### src/rtl/xps2_keyq_if.sv
// Bus and receiver signal bundle for the PS/2 key-event queue.
// master: PS/2 receiver plus bus controller side; slave: the queue itself.
interface xps2_keyq_if;
    logic        rx_valid;
    logic [7:0]  rx_byte;
    logic        sel;
    logic        we;
    logic [1:0]  addr;
    logic [31:0] data_in;
    logic [31:0] data_out;
    logic        nonempty;

    modport master (
        output rx_valid, rx_byte, sel, we, addr, data_in,
        input  data_out, nonempty
    );

    modport slave (
        input  rx_valid, rx_byte, sel, we, addr, data_in,
        output data_out, nonempty
    );
endinterface

### src/rtl/xps2_keyq.sv
// PS/2 key-event queue: folds E0/F0 prefixes into {ext, brk, code} events
// and buffers them in a polled FIFO behind a small register window.
module xps2_keyq #(
    parameter int unsigned DEPTH   = 8,
    parameter int unsigned AW      = 3,
    parameter int unsigned TIMEOUT = 1000000
) (
    input logic         clk,
    input logic         rst,
    xps2_keyq_if.slave  bus
);
    localparam int unsigned TW = $clog2(TIMEOUT + 1);

    typedef enum logic [1:0] {StIdle, StExt, StBrk, StExtBrk} state_e;

    state_e        state_q, state_d;
    logic [TW-1:0] tmo_q, tmo_d;
    logic          emit, ev_ext, ev_brk, is_ctrl;

    logic [9:0]    mem_q [DEPTH];
    logic [AW-1:0] wr_ptr_q, wr_ptr_d, rd_ptr_q, rd_ptr_d;
    logic [AW:0]   count_q, count_d;
    logic          overflow_q, overflow_d, make_only_q, make_only_d;
    logic          full, empty, pop, push_req, push, ctrl_wr, flush, ovf_set;
    logic [31:0]   status;
    logic          unused_data;

    // Only the low three CTRL bits carry meaning.
    assign unused_data = ^bus.data_in[31:3];

    // Protocol control/ack bytes reset the prefix decoder without producing an event.
    always_comb begin
        is_ctrl = bus.rx_byte inside {8'h00, 8'hAA, 8'hEE, 8'hFA, 8'hFE, 8'hFF};
    end

    // Prefix decoder next state, event emit and stale-prefix timeout.
    always_comb begin
        state_d = state_q;
        tmo_d   = tmo_q;
        emit    = 1'b0;
        ev_ext  = 1'b0;
        ev_brk  = 1'b0;
        if (bus.rx_valid) begin
            tmo_d = '0;
            if (is_ctrl) begin
                state_d = StIdle;
            end else if (bus.rx_byte == 8'hE0) begin
                state_d = (state_q == StBrk || state_q == StExtBrk) ? StExtBrk : StExt;
            end else if (bus.rx_byte == 8'hF0) begin
                state_d = (state_q == StExt || state_q == StExtBrk) ? StExtBrk : StBrk;
            end else begin
                emit    = 1'b1;
                ev_ext  = (state_q == StExt) || (state_q == StExtBrk);
                ev_brk  = (state_q == StBrk) || (state_q == StExtBrk);
                state_d = StIdle;
            end
        end else if (state_q == StIdle) begin
            tmo_d = '0;
        end else if (tmo_q == TW'(TIMEOUT - 1)) begin
            state_d = StIdle;
            tmo_d   = '0;
        end else begin
            tmo_d = tmo_q + TW'(1);
        end
    end

    // FIFO control: flush beats push/pop, a pop frees room for a push when full.
    always_comb begin
        full     = (count_q == (AW + 1)'(DEPTH));
        empty    = (count_q == '0);
        pop      = bus.sel && !bus.we && (bus.addr == 2'd1) && !empty;
        ctrl_wr  = bus.sel && bus.we && (bus.addr == 2'd2);
        flush    = ctrl_wr && bus.data_in[0];
        push_req = emit && !(ev_brk && make_only_q);
        push     = push_req && !flush && (!full || pop);
        ovf_set  = push_req && !flush && full && !pop;

        wr_ptr_d = wr_ptr_q;
        rd_ptr_d = rd_ptr_q;
        count_d  = count_q;
        if (flush) begin
            wr_ptr_d = '0;
            rd_ptr_d = '0;
            count_d  = '0;
        end else begin
            if (push) wr_ptr_d = wr_ptr_q + AW'(1);
            if (pop)  rd_ptr_d = rd_ptr_q + AW'(1);
            if (push && !pop)      count_d = count_q + (AW + 1)'(1);
            else if (pop && !push) count_d = count_q - (AW + 1)'(1);
        end

        overflow_d = overflow_q;
        if (ctrl_wr && bus.data_in[1]) overflow_d = 1'b0;
        if (ovf_set)                   overflow_d = 1'b1;
        make_only_d = ctrl_wr ? bus.data_in[2] : make_only_q;
    end

    // State registers with synchronous reset.
    always_ff @(posedge clk) begin
        if (rst) begin
            state_q     <= StIdle;
            tmo_q       <= '0;
            wr_ptr_q    <= '0;
            rd_ptr_q    <= '0;
            count_q     <= '0;
            overflow_q  <= 1'b0;
            make_only_q <= 1'b0;
        end else begin
            state_q     <= state_d;
            tmo_q       <= tmo_d;
            wr_ptr_q    <= wr_ptr_d;
            rd_ptr_q    <= rd_ptr_d;
            count_q     <= count_d;
            overflow_q  <= overflow_d;
            make_only_q <= make_only_d;
        end
    end

    // Entry storage; contents are never visible while the queue is empty.
    always_ff @(posedge clk) begin
        if (!rst && push) mem_q[wr_ptr_q] <= {ev_ext, ev_brk, bus.rx_byte};
    end

    // Register read mux, combinational from addr.
    always_comb begin
        status              = '0;
        status[0]           = empty;
        status[1]           = full;
        status[2]           = overflow_q;
        status[8 +: AW + 1] = count_q;
        case (bus.addr)
            2'd0:    bus.data_out = status;
            2'd1:    bus.data_out = empty ? 32'h0 : {1'b1, 21'h0, mem_q[rd_ptr_q]};
            2'd2:    bus.data_out = {29'h0, make_only_q, 2'b00};
            default: bus.data_out = 32'h0;
        endcase
    end

    assign bus.nonempty = !empty;

endmodule

### src/flat_wrapper.sv
// flat-port wrapper written by rule: the top's interface ports become plain ports
module xps2_keyq_flat 
#(
    parameter int unsigned DEPTH   = 8,
    parameter int unsigned AW      = 3,
    parameter int unsigned TIMEOUT = 1000000
)
  (clk, rst, bus_rx_valid, bus_rx_byte, bus_sel, bus_we, bus_addr, bus_data_in, bus_data_out, bus_nonempty);
  xps2_keyq_if bus_i ();
  input logic clk;
  input logic rst;
  input wire logic [$bits(bus_i.rx_valid)-1:0] bus_rx_valid;
  input wire logic [$bits(bus_i.rx_byte)-1:0] bus_rx_byte;
  input wire logic [$bits(bus_i.sel)-1:0] bus_sel;
  input wire logic [$bits(bus_i.we)-1:0] bus_we;
  input wire logic [$bits(bus_i.addr)-1:0] bus_addr;
  input wire logic [$bits(bus_i.data_in)-1:0] bus_data_in;
  output wire logic [$bits(bus_i.data_out)-1:0] bus_data_out;
  output wire logic [$bits(bus_i.nonempty)-1:0] bus_nonempty;
  assign bus_i.rx_valid = bus_rx_valid;
  assign bus_i.rx_byte = bus_rx_byte;
  assign bus_i.sel = bus_sel;
  assign bus_i.we = bus_we;
  assign bus_i.addr = bus_addr;
  assign bus_i.data_in = bus_data_in;
  assign bus_data_out = bus_i.data_out;
  assign bus_nonempty = bus_i.nonempty;
  xps2_keyq #(.DEPTH(DEPTH), .AW(AW), .TIMEOUT(TIMEOUT)) u_core (.clk(clk), .rst(rst), .bus(bus_i));
endmodule
### config.mk
export PLATFORM = sky130hd
export DESIGN_NAME = xps2_keyq_flat
export DESIGN_NICKNAME = d
export VERILOG_FILES = /design/src/rtl/xps2_keyq_if.sv /design/src/rtl/xps2_keyq.sv /design/src/flat_wrapper.sv
export SDC_FILE = /design/constraint.sdc
export NUM_CORES = 1
export LEC_CHECK = 0
export CAP_MARGIN = 20
export CORE_MARGIN = 4
export CORE_UTILIZATION = 25
export DETAILED_ROUTE_END_ITERATION = 16
export PLACE_DENSITY_LB_ADDON = 0.2
export REMOVE_ABC_BUFFERS = 1
export SLEW_MARGIN = 25
export SYNTH_ARGS = -nofsm -noshare
export SYNTH_HDL_FRONTEND = slang
export SYNTH_SLANG_ARGS = --single-unit
### constraint.sdc
create_clock -name clk -period 2.6 [get_ports clk]
set_input_delay 0.26 -clock clk [delete_from_list [all_inputs] [get_ports clk]]
set_output_delay 0.26 -clock clk [all_outputs]
set_load 0.01 [all_outputs]
## Word level (Yosys, flattened, before mapping)

Memory sizes are Yosys's and may differ from the RTL's. A register that Yosys moved wholly into a read port is not among the register bits.
Index checks and enable logic that the tools add are counted.

- Bits in registers: 34
- Bits in writable memories: 80
- Bits of input ports: 47
- Output and inout port bits: 33
- Logic and storage cells: 96
- Memories kept: 1

- Add/sub/neg operators: 5
- Equality and inequality tests: 15
- Mux-type cells: 30
- Reductions and logical operators: 38

Memories:

| name | words | width | read ports | clocked after memory_dff | wr ports | line | source |
|---|---|---|---|---|---|---|---|
| u_core.mem_q | 8 | 10 | 1 | 1 | 1 | xps2_keyq.sv:20 | `logic [9:0] mem_q [DEPTH];` |

Operators with widths:

| operator | number |
|---|---|
| 32-bit case mux with 3 select lines | 1 |
| 8-bit == test, second input constant | 7 |
| 32-bit two-way mux | 1 |
| 20-bit by 1-bit adder with 20-bit output, second input constant | 1 |
| 20-bit == test, second input constant | 1 |
| 1-bit two-way mux | 17 |
| 1-bit logical AND | 16 |
| 2-bit two-way mux | 7 |
| 1-bit logical NOT | 8 |
| 8-bit logical NOT | 1 |
| 4-bit two-way mux | 2 |
| 3-bit by 1-bit adder with 3-bit output, second input constant | 2 |
| 2-bit == test, second input constant | 3 |
| 3-bit two-way mux | 2 |
| 2-bit nonzero test | 3 |
| 6-bit nonzero test | 1 |
| 4-bit by 1-bit adder with 4-bit output, second input constant | 1 |
| 2-bit by 1-bit == test with 1-bit output, second input constant | 2 |
| 4-bit == test, second input constant | 1 |
| 2-bit logical NOT | 2 |
| 4-bit logical NOT | 1 |
| 4-bit OR reduction | 1 |
| 4-bit by 1-bit subtractor with 4-bit output, second input constant | 1 |
| 1-bit logical OR | 3 |
| other kinds (3) | 3 |

## Depth between registers and ports, before layout

- Depth in word-level cells: 15
- Mapped depth: 15
- Depth with buffers taken out: 13

## Worst setup path before layout

OpenSTA, ideal clock, no wires.

- Kind: input-to-reg
- Start point: input bus_rx_byte[1]
- End point: register u_core.count_q[3]
- Setup time: 0.071 ns
- Data arrival time: 2.714 ns
- Data required time: 2.529 ns
- Slack: -0.185 ns
- Cell stages on the path: 14
- Buffers on the path: 1
- Path through: or4_1 > a21o_1 > o2111ai_1 > nand2b_1 > buf_6 > inv_1 > ha_1 > inv_1 > ha_1 > a21o_1 > a21oi_1 > xnor2_1 > or3_1 > a21oi_1

- Longest elaborated chain between the ends: 13
- Elaborated cells on any way between the ends: 27
- Classes of those cells: 7 x eq/ne; 9 x mux; 11 x reduce/logical

Ends and longest elaborated chain:

| element | line | source |
|---|---|---|
| from (decl) | flat_wrapper.sv:13 | `input wire logic [$bits(bus_i.rx_byte)-1:0] bus_rx_byte;` |
| 8-bit == test | xps2_keyq.sv:49 | `end else if (bus.rx_byte == 8'hF0) begin` |
| 1-bit two-way mux | xps2_keyq.sv:49 |  |
| 1-bit two-way mux | xps2_keyq.sv:47 | `end else if (bus.rx_byte == 8'hE0) begin` |
| 1-bit two-way mux | xps2_keyq.sv:45 | `if (is_ctrl) begin` |
| 1-bit two-way mux | xps2_keyq.sv:43 | `if (bus.rx_valid) begin` |
| 1-bit logical AND | xps2_keyq.sv:74 | `push_req = emit && !(ev_brk && make_only_q);` |
| 1-bit logical NOT | xps2_keyq.sv:74 |  |
| 1-bit logical AND (*) | xps2_keyq.sv:74 |  |
| 1-bit logical AND (*) (2 in a row) | xps2_keyq.sv:75 | `push = push_req && !flush && (!full \|\| pop);` |
| 1-bit logical NOT | xps2_keyq.sv:89 | `else if (pop && !push) count_d = count_q - (AW + 1)'(1);` |
| 1-bit logical AND | xps2_keyq.sv:89 |  |
| 2-bit nonzero test (no source line) | n/a |  |
| to (signal assigned) | xps2_keyq.sv:113 | `count_q <= count_d;` |
| to (decl) | xps2_keyq.sv:22 | `logic [AW:0] count_q, count_d;` |

Mark *: on every way between the ends. The rest lies on a longest branch, timed or not.
A chain may end at the register's enable or synchronous reset.

## Worst setup path in the final report

- Start point: input bus_rx_byte[2]
- End point: register u_core.count_q[3]

The elaborated chain is that of the path after synthesis.

==> results_dict.tcl <==
set metrics [dict create \
    status "complete, but fails checks" \
    violations "negative setup slack" \
    cp_slowest_cell "nor4_1" \
    yosysTopAreaCell "edfxtp_1" \
    io_pins 80 \
    tightest_slew_ns 0.733 \
    dp.cells 703 \
    ir_drop_mv 0.427 \
    place_area_um2 6010 \
    synth.area.mux_share 0.114 \
    slew_viol_final 0 \
    first_pass_iters 4 \
    initial_core_util 0.258 \
    gp_congestion 0.717 \
    wl_per_cell_um 15.7 \
    cts_buffers 17 \
    clk_latency_ns 0.41 \
    area_growth_pct 33.8 \
    met2_length_um 5820 \
    grt_pass1_wl_um 18100 \
    vias 3229 \
    dieArea_um2 22700 \
    fin_crit_ns 2.60 \
    layout.cells.non_filler 742 \
    overflow 0 \
    max_freq_mhz 384 \
    critPathLaunchType "input port" \
    diodes 0 \
    tritoncts "built" \
    fin_ws_ns -0.00498 \
    synth_top_family_by_area "simple AND/OR/NAND/NOR gates" \
    wl_met1_um 5220 \
    synth_top_cell_area_share 0.471 \
    drt_iter0_drc 133 \
    ys_warn_count 0 \
    rsz0062_at_grt "true" \
    slew_headroom 0.507 \
    die_height_um 151 \
    fin_util 0.345 \
    async_flop_share 0 \
    antenna_left 0 \
    p_leak_nw 2.54 \
    synthAdderAreaFrac 0.0187 \
    hold_viol 0 \
    die_width_um 151 \
    portBuffers 31 \
    synth_compound_area_frac 0.0439 \
    design_area_um2 6820 \
    nNetsFinal 518 \
    path_max_fanout 5 \
    yosys.area_share.simple 0.120 \
    synthTopCellsByArea "edfxtp_1 47%, dfxtp_1 15%, mux4_2 8.8%" \
    htree_levels 4 \
    num_rows 51 \
    clkSinkCount 117 \
    grt_max_degree 20 \
    required_ns 2.94 \
    route.detailed.drc 0 \
    routed.top_layer "met5" \
    end_kind "flip-flop" \
    synth_area_um2 5100 \
    clk_pin_slew_ns 0.06 \
    power_mw 5.32 \
    syn_avg_cell_area_um2 13.8 \
    arrival_ns 2.94 \
    synth_cells 370 \
    synth_xor_area_frac 0.0395 \
    drive_gt1_frac 0.270 \
    routed_via_density 4.35 \
    hpwl_um 8150 \
    grtUsageTotal 0.108 \
    setup_viol 1 \
    yosysUniqueCellTypes 43 \
    met3_length_um 467 \
    yosysSeqAreaShare 0.617 \
    hp-class "in2reg" \
    ys_seq_elements 117 \
    p_per_area_nw_per_um2 780 \
    tns_ns -0.00498 \
    grt_pass1_vias 3252 \
    postRouteWirelength_um 11600 \
    skew_ns 0.00729 \
    yosys_most_used_dff "edfxtp_1" \
    max_stage_delay_ns 0.48 \
    path_cells "dlygate4sd2_1, nor4_1, a211oi_4, o2111ai_4, nand2b_4, inv_2, ha_4, inv_2, ha_1, a21o_1, a21oi_2, xnor2_1, or3_1, a21oi_2" \
    coreArea_um2 19800 \
    critical_path_class "in2reg" \
    grt_antenna_before_repair 1 \
    maxCapViolCount 0 \
    min_period_over_period 1.00 \
    synth_edf_count 80 \
    clockBufferDepth 2 \
    cts-root-buf "clkbuf_16" \
]
==> where the power goes <==
part	internal, mW	switching, mW	leakage [nW]
clock network	1.61	0.847	0.299
logic	0.394	0.364	1.21
registers	2.05	0.0542	1.03
==> layer usage <==
layer | GRT usage | vias to the layer above
met1 | 0.136 | 1633
met4 | 0.0340 | 2
li1 | - | 1533
met5 | 0 | -
met3 | 0.0341 | 10
met2 | 0.177 | 51
==> worst max-delay path, delay by kind of cell <==
kind,cells,cell delay (ns)
buffers and inverters,3,0.40
adders and majority gates,2,0.37
and+or+nand+nor,3,1.03
xor gates and xnor gates,1,0.09
AOI/OAI and AO/OA,5,0.80
==> flip-flops by register name, summed over array words and instances, names as in the netlist, named ones only <==
| signal | count |
|---|---|
| u_core.wr_ptr_q | 3 |
| u_core.make_only_q | 1 |
| u_core.state_q | 2 |
| u_core.rd_ptr_q | 3 |
| u_core.tmo_q | 20 |
| u_core.mem_q | 80 |
| u_core.count_q | 4 |
| u_core.overflow_q | 1 |
==> final cells by class <==
type	count	area (µm²)
repair buffers	87	815
clock inverters	14	200
fillers	1970	13000
flip-flops and latches	117	3150
inverters	9	33.8
multi-input cells	232	1860
well taps	265	332
clock buffers	18	429
==> per-stage QoR <==
step / hold slack [ns] / worst slack (ns)
3_5_place_dp: 0.482 / -0.767
5_1_grt: 0.232 / -0.106
4_1_cts: 0.423 / -0.0777
6_report: 0.239 / -0.00498
3_3_place_gp: 0.450 / -0.707
2_1_floorplan: 0.332 / -0.324
==> path summary, 6_finish.rpt <==
check / slack (ns) / to / from / depth (start not counted)
worst max-delay path: -0.005 / u_core.count_q[3] / bus_rx_byte[2] / 14
worst min-delay path: 0.24 / u_core.mem_q[0][7] / bus_rx_byte[7] / 2
worst max register to register: 0.11 / u_core.count_q[3] / u_core.state_q[1] / 12
worst min register to register: 0.48 / u_core.tmo_q[0] / u_core.tmo_q[0] / 1
==> logic make-up (layout without fill, tap and decap cells) <==
kind of cell | after synthesis | in the layout
flip-flops | 117 | 117
AND/OR/NAND/NOR | 117 | 117
buffers and inverters | 39 | 128
AO/OA/AOI/OAI | 33 | 33
multiplexers | 33 | 33
XOR/XNOR | 23 | 23
adder cells (fa/ha/maj) | 7 | 7
other | 1 | 19
==> cell usage after synthesis (all sizes together), types with 2 or more instances <==
library cell	count
edfxtp	80
nor2	41
dfxtp	37
buf	25
mux4	20
nand2	19
xor2	15
mux2i	13
nor3	10
o21ai	10
a21oi	9
inv	9
nand3	9
xnor2	8
nand2b	7
ha	6
and3	5
clkbuf	5
nor4	5
and4	4
nand4	4
a21o	3
o211ai	3
or3	3
a211oi	2
and2	2
nor4b	2
o2111ai	2
or4	2
==> placed cells by master, fill, tap and decap left out, types with 8 or more instances in the layout <==
master	count
edfxtp_1	80
buf_4	51
nor2_1	41
dfxtp_1	36
mux4_2	20
nand2_1	19
conb_1	19
clkbuf_16	17
xor2_1	15
dlymetal6s2s_1	13
clkdlybuf4s50_1	12
mux2i_1	11
nor3_1	10
o21ai_0	10
nand3_1	9
xnor2_1	8
==> what timing repair did <==
action,CTS,global route
endpoints found under the setup margin,6,11
gates cloned,1,0
hold buffers,0,0
endpoints found under the hold margin,0,0
pin swaps,7,10
setup buffers,2,4
resized for setup,17,27
No activity file was read; power rests on OpenSTA's default activity.
